===== config.mk =====
export PLATFORM = sky130hd
export DESIGN_NAME = jt51_i2s_tx_flat
export DESIGN_NICKNAME = d
export VERILOG_FILES = /design/src/rtl/jt51_i2s_tx_if.sv /design/src/rtl/jt51_i2s_tx.sv /design/src/flat_wrapper.sv
export SDC_FILE = /design/constraint.sdc
export NUM_CORES = 1
export LEC_CHECK = 0
export ABC_AREA = 1
export ABC_CLOCK_PERIOD_IN_PS = 2200
export CAP_MARGIN = 20
export CORE_ASPECT_RATIO = 1.25
export CORE_MARGIN = 5
export CORE_UTILIZATION = 49
export DETAILED_ROUTE_END_ITERATION = 10
export HOLD_SLACK_MARGIN = 0.12
export PLACE_DENSITY = 0.72
export SYNTH_ARGS = -nofsm -noshare
export SYNTH_HDL_FRONTEND = slang
export SYNTH_SLANG_ARGS = --single-unit

===== constraint.sdc =====
create_clock -name clk -period 2.2 [get_ports clk]
set_clock_uncertainty 0.15 [all_clocks]
set_input_delay 0.55 -clock clk [delete_from_list [all_inputs] [get_ports clk]]
set_output_delay 0.55 -clock clk [all_outputs]
set_load 0.05 [all_outputs]

===== src/rtl/jt51_i2s_tx_if.sv =====
// Sample-side input bus and I2S/status output bundle for jt51_i2s_tx.
// The slave modport is the transmitter; the master modport is the sample source / DAC side.
interface jt51_i2s_tx_if;
    logic        sample;
    logic [15:0] left_in;
    logic [15:0] right_in;
    logic        i2s_bclk;
    logic        i2s_lrclk;
    logic        i2s_sdata;
    logic        frame_load;
    logic        overrun;
    logic        underrun;

    modport slave (
        input  sample, left_in, right_in,
        output i2s_bclk, i2s_lrclk, i2s_sdata, frame_load, overrun, underrun
    );

    modport master (
        output sample, left_in, right_in,
        input  i2s_bclk, i2s_lrclk, i2s_sdata, frame_load, overrun, underrun
    );
endinterface


===== src/rtl/jt51_i2s_tx.sv =====
// I2S transmitter for the jt51 left/right sums: one-entry holding buffer feeding a 32-bit
// frame shifter, with bclk/lrclk generation and overrun/underrun pulses.
module jt51_i2s_tx #(
    parameter int unsigned BCLK_DIV = 4
) (
    input  logic          clk,
    input  logic          rst_n,
    jt51_i2s_tx_if.slave  bus
);
    localparam int unsigned DivW = (BCLK_DIV > 1) ? $clog2(BCLK_DIV) : 1;
    localparam logic [DivW-1:0] DivMax = DivW'(BCLK_DIV - 1);

    logic [DivW-1:0] div_cnt_q, div_cnt_d;
    logic            bclk_q, bclk_d;
    logic [4:0]      slot_q, slot_d;
    logic            lrclk_q, lrclk_d;
    logic            sdata_q, sdata_d;
    logic [31:0]     shifter_q, shifter_d;
    logic [15:0]     hold_l_q, hold_l_d;
    logic [15:0]     hold_r_q, hold_r_d;
    logic            hold_valid_q, hold_valid_d;
    logic            frame_load_q, frame_load_d;
    logic            overrun_q, overrun_d;
    logic            underrun_q, underrun_d;

    logic wrap, fall, load;

    assign wrap = (div_cnt_q == DivMax);
    assign fall = wrap & bclk_q;
    assign load = fall & (slot_q == 5'd31);

    always_comb begin
        div_cnt_d    = wrap ? '0 : div_cnt_q + 1'b1;
        bclk_d       = bclk_q ^ wrap;
        slot_d       = slot_q;
        lrclk_d      = lrclk_q;
        sdata_d      = sdata_q;
        shifter_d    = shifter_q;
        hold_l_d     = hold_l_q;
        hold_r_d     = hold_r_q;
        hold_valid_d = hold_valid_q;
        frame_load_d = 1'b0;
        overrun_d    = 1'b0;
        underrun_d   = 1'b0;

        if (fall) begin
            slot_d  = slot_q + 5'd1;
            // lrclk leads the data by one slot: high for slots 15..30
            lrclk_d = (slot_d >= 5'd15) && (slot_d <= 5'd30);
            if (load) begin
                // Hold regs keep the last sent pair when empty, so an underrun repeats it
                shifter_d    = {hold_l_q, hold_r_q};
                frame_load_d = 1'b1;
                underrun_d   = ~hold_valid_q;
                hold_valid_d = 1'b0;
            end else begin
                shifter_d = {shifter_q[30:0], 1'b0};
            end
            sdata_d = shifter_d[31];
        end

        if (bus.sample) begin
            hold_l_d     = bus.left_in;
            hold_r_d     = bus.right_in;
            hold_valid_d = 1'b1;
            overrun_d    = hold_valid_q & ~load;
        end
    end

    always_ff @(posedge clk or negedge rst_n) begin
        if (!rst_n) begin
            div_cnt_q    <= '0;
            bclk_q       <= 1'b0;
            slot_q       <= 5'd31;
            lrclk_q      <= 1'b0;
            sdata_q      <= 1'b0;
            shifter_q    <= '0;
            hold_l_q     <= '0;
            hold_r_q     <= '0;
            hold_valid_q <= 1'b0;
            frame_load_q <= 1'b0;
            overrun_q    <= 1'b0;
            underrun_q   <= 1'b0;
        end else begin
            div_cnt_q    <= div_cnt_d;
            bclk_q       <= bclk_d;
            slot_q       <= slot_d;
            lrclk_q      <= lrclk_d;
            sdata_q      <= sdata_d;
            shifter_q    <= shifter_d;
            hold_l_q     <= hold_l_d;
            hold_r_q     <= hold_r_d;
            hold_valid_q <= hold_valid_d;
            frame_load_q <= frame_load_d;
            overrun_q    <= overrun_d;
            underrun_q   <= underrun_d;
        end
    end

    assign bus.i2s_bclk   = bclk_q;
    assign bus.i2s_lrclk  = lrclk_q;
    assign bus.i2s_sdata  = sdata_q;
    assign bus.frame_load = frame_load_q;
    assign bus.overrun    = overrun_q;
    assign bus.underrun   = underrun_q;
endmodule


===== src/flat_wrapper.sv =====
// flat-port wrapper written by rule: the top's interface ports become plain ports
module jt51_i2s_tx_flat 
#(
    parameter int unsigned BCLK_DIV = 4
)
  (clk, rst_n, bus_sample, bus_left_in, bus_right_in, bus_i2s_bclk, bus_i2s_lrclk, bus_i2s_sdata, bus_frame_load, bus_overrun, bus_underrun);
  jt51_i2s_tx_if bus_i ();
  input  logic clk;
  input  logic rst_n;
  input wire logic [$bits(bus_i.sample)-1:0] bus_sample;
  input wire logic [$bits(bus_i.left_in)-1:0] bus_left_in;
  input wire logic [$bits(bus_i.right_in)-1:0] bus_right_in;
  output wire logic [$bits(bus_i.i2s_bclk)-1:0] bus_i2s_bclk;
  output wire logic [$bits(bus_i.i2s_lrclk)-1:0] bus_i2s_lrclk;
  output wire logic [$bits(bus_i.i2s_sdata)-1:0] bus_i2s_sdata;
  output wire logic [$bits(bus_i.frame_load)-1:0] bus_frame_load;
  output wire logic [$bits(bus_i.overrun)-1:0] bus_overrun;
  output wire logic [$bits(bus_i.underrun)-1:0] bus_underrun;
  assign bus_i.sample = bus_sample;
  assign bus_i.left_in = bus_left_in;
  assign bus_i.right_in = bus_right_in;
  assign bus_i2s_bclk = bus_i.i2s_bclk;
  assign bus_i2s_lrclk = bus_i.i2s_lrclk;
  assign bus_i2s_sdata = bus_i.i2s_sdata;
  assign bus_frame_load = bus_i.frame_load;
  assign bus_overrun = bus_i.overrun;
  assign bus_underrun = bus_i.underrun;
  jt51_i2s_tx #(.BCLK_DIV(BCLK_DIV)) u_core (.clk(clk), .rst_n(rst_n), .bus(bus_i));
endmodule

==> flow_metrics.env, run 1 <==
export IMPL_cts_tree="yes"
export IMPL_h_tree_depth=3
export IMPL_grt_pass1_wl_mm=10.3
export IMPL_critPathKind="reg2reg"
export IMPL_combPwrFrac_pct=6.8
export IMPL_boundaryPins=41
export IMPL_die_x_um=83.7
export IMPL_cp_slowest_cell="dfstp_2"
export IMPL_path_max_fanout=45
export IMPL_postSynthCellCount=370
export IMPL_cts_made_buffers=9
export IMPL_initial_core_util_pct=50.4
export IMPL_power_leakage_nw=2.10
export IMPL_clockBufferDepth=2
export IMPL_seqPwrFrac_pct=54.1
export IMPL_port_buffers=40
export IMPL_vias=2410
export IMPL_syn_num_nets=411
export IMPL_synth_distinct_cells=23
export IMPL_area_delta_synth_final_pct=18.6
export IMPL_drive_gt1_share_pct=8.76
export IMPL_yosys_area_top_type="dfrtp_1"
export IMPL_yosys_warnings=0
export IMPL_synthTopCellsByArea="dfrtp_1 (54%), nand2_1 (12%), o21ai_0 (6.3%)"
export IMPL_seq_area_frac_synth_pct=58.1
export IMPL_status="complete, no violations"
export IMPL_worst_setup_path_end_kind="register"
export IMPL_place_gp_congestion=0.731
export IMPL_final_cells=498
export IMPL_nNetsFinal=447
export IMPL_grt_pass1_vias=2390
export IMPL_peakVddDrop_mv=0.350
export IMPL_dp_cells=481
export IMPL_vias_per_cell=4.84
export IMPL_grtUsageTotal_pct=15.0
export IMPL_synth_top_area_share_pct=54.1
export IMPL_cts_root_buffer="clkbuf_8"
export IMPL_clk_pin_slew_ns=0.07
export IMPL_cpMostUsedCell="nand2_1"
export IMPL_die_h_um=102
export IMPL_route_detailed_wl_per_inst_um=11.8
export IMPL_syn_avg_cell_area_sq_um=9.00
export IMPL_arrival_ns=2.02
export IMPL_cp_required_ns=2.26
export IMPL_hold_violations=0
export IMPL_syn_cell_area_sq_um=3330
export IMPL_ant_nets=0
export IMPL_post_route_period_util_pct=88.8
export IMPL_first_iter_violations=79
export IMPL_maxCapViolCount=0
export IMPL_crit_chain="ha_1 > nand2_1 > nor2_1 > ha_2 > buf_12 > nand2_1 > inv_1 > o21ai_0"
export IMPL_pwr_share_clk_pct=39.1
export IMPL_worstMarginPinSlew_ns=0.500
export IMPL_maxSlewViolCount=0
export IMPL_setup_viol=0
export IMPL_antenna_found_initial=0
export IMPL_multi_input_area_sq_um=1070
export IMPL_fillCellCount=597
export IMPL_grt_max_degree=69
export IMPL_cp_start_kind="register"
export IMPL_finalSetupTns_ns=0
export IMPL_wl_mm=5.89
export IMPL_overflow=0
export IMPL_slew_headroom_pct=66.6
export IMPL_p_sw_mw=0.597
export IMPL_dp_hpwl_mm=3.86
export IMPL_rsz0062_at_grt="false"
export IMPL_p_int_mw=2.14
export IMPL_final_core_util_pct=59.7
export IMPL_regArea_sq_um=1930
export IMPL_fmax_mhz=512
export IMPL_placed_cell_area_sq_um=3730
export IMPL_die_area_sq_um=8550
export IMPL_worstSkewPairLatency_ns=0.34
export IMPL_clock_sinks=77
export IMPL_drtPass1Iterations=4
export IMPL_num_antenna_cells=0
export IMPL_finalInstanceArea_sq_um=3950
export IMPL_core_rowCount=33
export IMPL_slowest_delay_ns=0.59
export IMPL_holdCritPathClass="reg2reg"
export IMPL_switching_share_pct=21.8
export IMPL_powerDensity_nw_per_um2=694
export IMPL_post_cts_setup_buffers=0
export IMPL_synth_ff_latch_count=77
export IMPL_drt_drc_violations_left=0
export IMPL_post_route_min_period_ns=1.95
export IMPL_core_area_sq_um=6610
## layout make-up
class | instances | share of cell area [%]
sequential | 77 | 49.0
multi-input combinational | 229 | 27.2
timing repair buffer | 47 | 11.8
inverter | 42 | 4.12
clock buffer | 13 | 4.03
tap | 87 | 2.76
clock inverter | 3 | 1.11
## per-layer routing
layer | global-route usage [%] | vias to the layer above | routed length, um
met5 | 0 | - | 0
met3 | 3.31 | 12 | 257
li1 | - | 1245 | -
met1 | 18.2 | 1112 | 2720
met4 | 9.90 | 0 | 148
met2 | 24.4 | 41 | 2770
## per-stage QoR
step	total power [mW]	hold slack [ns]	worst slack [ns]
floorplan	1.58	0.104	0.427
global placement	1.69	0.263	0.338
detailed placement	1.70	0.266	0.243
CTS	2.77	0.275	0.000245
global route	2.85	0.291	0.0977
finish	2.74	0.273	0.245
## state kept, by name, indices dropped and copies added, names as in the netlist
register / flops
u_core.shifter_q: 31
u_core.hold_l_q: 16
u_core.hold_r_q: 16
u_core.slot_q: 5
u_core.div_cnt_q: 2
u_core.bus.frame_load: 1
u_core.bus.i2s_bclk: 1
u_core.bus.i2s_lrclk: 1
u_core.bus.i2s_sdata: 1
u_core.bus.overrun: 1
u_core.bus.underrun: 1
u_core.hold_valid_q: 1
## layout by cell type (no fill, tap or decap), types with 5 or more instances in the layout
cell	synthesis	routed
o21ai_0	42	42
ha_1	6	5
clkbuf_8	0	11
buf_4	1	8
o21ai_1	25	25
clkdlybuf4s50_1	0	32
nor2_1	7	7
dfstp_2	5	5
dfrtp_1	72	72
inv_1	41	41
nand2_1	109	109
a21oi_1	31	31
## worst paths after layout
kind / depth (start not counted) / to / start / slack, ns
setup / recovery: 8 / u_core.hold_valid_q / u_core.slot_q[0] / 0.25
setup reg to reg: 8 / u_core.hold_valid_q / u_core.slot_q[0] / 0.25
max in group asynchronous: 3 / u_core.shifter_q[10] / rst_n / 0.79
hold reg to reg: 1 / u_core.div_cnt_q[0] / u_core.div_cnt_q[0] / 0.27
hold / removal: 1 / u_core.div_cnt_q[0] / u_core.div_cnt_q[0] / 0.27
min in group asynchronous: 2 / u_core.hold_l_q[11] / rst_n / 0.50
## worst max-delay path: cells and delay by family, from the launching register on
family | cells | cell delay, ns
and+or+nand+nor | 3 | 0.28
DFF | 1 | 0.59
AOI/OAI and AO/OA | 1 | 0.08
buffers and inverters | 2 | 0.32
adders and majority gates | 2 | 0.39
## synthesized netlist by cell type, drive strengths merged
master / n
nand2: 109
dfrtp: 72
o21ai: 67
inv: 42
a21oi: 31
buf: 17
nor2: 8
ha: 6
clkbuf: 5
dfstp: 5
nand3: 3
nand4: 1
nor3: 1
o21bai: 1
or2: 1
xor2: 1
## kinds of logic (layout without fill, tap and decap cells)
group | after synthesis | after routing | synth area share (%)
simple gates | 123 | 123 | 14.7
compound gates | 99 | 99 | 15.0
flops | 77 | 77 | 58.1
buf+inv | 64 | 105 | 9.74
fa+ha+maj | 6 | 6 | 2.26
xor+xnor | 1 | 1 | 0.263
## power by group through the flow
stage / sequential [mW] / clock, mW / combinational (mW)
floorplan: 1.51 / 0 / 0.0709
global placement: 1.51 / 0 / 0.184
detailed placement: 1.51 / 0 / 0.188
CTS: 1.48 / 1.10 / 0.190
global route: 1.49 / 1.15 / 0.216
finish: 1.48 / 1.07 / 0.185
## what timing repair did
action,CTS,global route
resized for setup,2,1
hold buffers,1,0
endpoints found under the setup margin,2,1
hold endpoints to repair,21,0
No activity file was read; power rests on OpenSTA's default activity.
==> inputs of run 2 (changes only) <==
CORE_MARGIN = 4   (was 5)
==> run 2 against run 1 <==
- design area shrank 0.19%
- combinational power is essentially flat
- non-clock buffer count fell by 2
- critical path depth fell by 7
- die area down 4.3%
- largest cell class unchanged
==> flow_metrics.env, run 2 (synthesis results as in run 1) <==
export IMPL_slew_headroom_pct=66.3
export IMPL_peakVddDrop_mv=0.394
export IMPL_critPathKind="reg2out"
export IMPL_core_rowCount=33
export IMPL_grt_pass1_vias=2372
export IMPL_ant_nets=0
export IMPL_worstSkewPairLatency_ns=0.34
export IMPL_slowest_delay_ns=0.79
export IMPL_dp_hpwl_mm=3.87
export IMPL_finalSetupTns_ns=0
export IMPL_reg2reg_from="u_core.slot_q[0]"
export IMPL_path_max_fanout=1
export IMPL_vias_per_cell=4.83
export IMPL_cp_required_ns=1.50
export IMPL_top_regs="u_core.shifter_q: 31 flops, u_core.hold_l_q: 16 flops, u_core.hold_r_q: 16 flops"
export IMPL_arrival_ns=1.45
export IMPL_largest_register="u_core.shifter_q"
export IMPL_largest_reg_flops=31
export IMPL_grt_pass1_wl_mm=10.3
export IMPL_fmax_mhz=465
export IMPL_hold_violations=0
export IMPL_crit_chain="clkdlybuf4s50_1"
export IMPL_layout_common_cells="nand2_1 (109), dfrtp_1 (72), o21ai_0 (42)"
export IMPL_hold_path_startpoint="u_core.div_cnt_q[0]"
export IMPL_power_leakage_nw=2.10
export IMPL_cp_start_kind="register"
export IMPL_cp_num_cells=1
export IMPL_r2r_slack_ns=0.20
export IMPL_drive_gt1_share_pct=8.31
export IMPL_route_detailed_wl_per_inst_um=11.8
export IMPL_grtUsageTotal_pct=16.3
export IMPL_core_area_sq_um=6570
export IMPL_cp_startpoint="u_core.bus.underrun"
export IMPL_cp_slowest_cell="clkdlybuf4s50_1"
export IMPL_die_h_um=100
export IMPL_die_area_sq_um=8180
export IMPL_crit_path_end="bus_underrun"
export IMPL_placed_cell_area_sq_um=3730
export IMPL_r2r_cells=8
export IMPL_powerDensity_nw_per_um2=688
export IMPL_port_buffers=40
export IMPL_reg2reg_to="u_core.hold_valid_q"
export IMPL_drt_drc_violations_left=0
export IMPL_num_antenna_cells=0
export IMPL_initial_core_util_pct=50.7
export IMPL_clk_pin_slew_ns=0.07
export IMPL_area_delta_synth_final_pct=18.3
export IMPL_die_x_um=81.7
export IMPL_clockBufferDepth=2
export IMPL_cts_made_buffers=9
export IMPL_overflow=0
export IMPL_antenna_found_initial=0
export IMPL_worstMarginPinSlew_ns=0.505
export IMPL_worst_setup_path_end_kind="output pin"
export IMPL_nNetsFinal=445
export IMPL_wl_mm=5.87
export IMPL_place_gp_congestion=0.851
export IMPL_drtPass1Iterations=4
export IMPL_rsz0062_at_grt="false"
export IMPL_cts_root_buffer="clkbuf_8"
export IMPL_maxSlewViolCount=0
export IMPL_finalPower_mw=2.71
export IMPL_post_route_min_period_ns=2.15
export IMPL_critPathTopFamily="buffers and inverters"
export IMPL_h_tree_depth=3
export IMPL_grt_max_degree=69
export IMPL_first_iter_violations=179
export IMPL_clock_sinks=77
export IMPL_cts_tree="yes"
export IMPL_finalInstanceArea_sq_um=3940
export IMPL_maxCapViolCount=0
export IMPL_holdCritPathClass="reg2reg"
export IMPL_status="complete, no violations"
export IMPL_boundaryPins=41
export IMPL_crit_buf_inv=1
export IMPL_layout_commonest_cell="nand2_1"
export IMPL_post_route_period_util_pct=97.8
export IMPL_vias=2396
export IMPL_setup_viol=0
[run 2: area by class of cell]
cell class | instances | area (sq um)
Fill cell | 555 | 2630
Sequential cell | 77 | 1930
Multi-Input combinational cell | 229 | 1070
Inverter | 42 | 163
Clock buffer | 12 | 145
Timing Repair Buffer | 45 | 468
Tap cell | 87 | 109
Clock inverter | 4 | 47.5
[run 2: per-stage QoR]
step,utilization [%],instances,setup WS [ns],hold slack [ns]
6_report,60.0,496,0.0476,0.277
5_1_grt,60.0,496,0.000788,0.304
4_1_cts,59.9,496,0.00713,0.277
3_5_place_dp,56.8,479,0.195,0.267
3_3_place_gp,56.8,479,0.296,0.265
2_1_floorplan,-,370,0.427,0.104
[run 2: timing repair]
| item | in CTS | in global routing |
|---|---|---|
| hold buffers | 1 | 0 |
| buffers inserted | 0 | 0 |
| endpoints found under the setup margin | 0 | 2 |
| resized for setup | 0 | 2 |
| hold endpoints to repair | 19 | 0 |
[run 2: worst min-delay path by stage]
stage	endpoint	depth (start not counted)	slack [ns]
6_report	u_core.div_cnt_q[0]	1	0.28
5_1_grt	u_core.div_cnt_q[0]	1	0.30
2_1_floorplan	u_core.bus.frame_load	0	0.10
3_5_place_dp	u_core.div_cnt_q[0]	1	0.27
3_3_place_gp	u_core.div_cnt_q[0]	1	0.26
4_1_cts	u_core.div_cnt_q[0]	1	0.28
[run 2: where the power goes]
group	leakage [nW]	switching [mW]	internal, mW
sequential	0.988	0.0133	1.47
combinational	1.02	0.0996	0.0872
clock	0.0964	0.490	0.552
total	2.10	0.602	2.11
[run 2: per-layer routing]
metal / vias up / GRT usage, % / share of wire [%]
met4: 0 / 6.14 / 2.5
li1: 1232 / - / -
met2: 34 / 26.4 / 48
met1: 1117 / 20.3 / 46
met5: - / 0 / 0
met3: 13 / 5.21 / 3.6
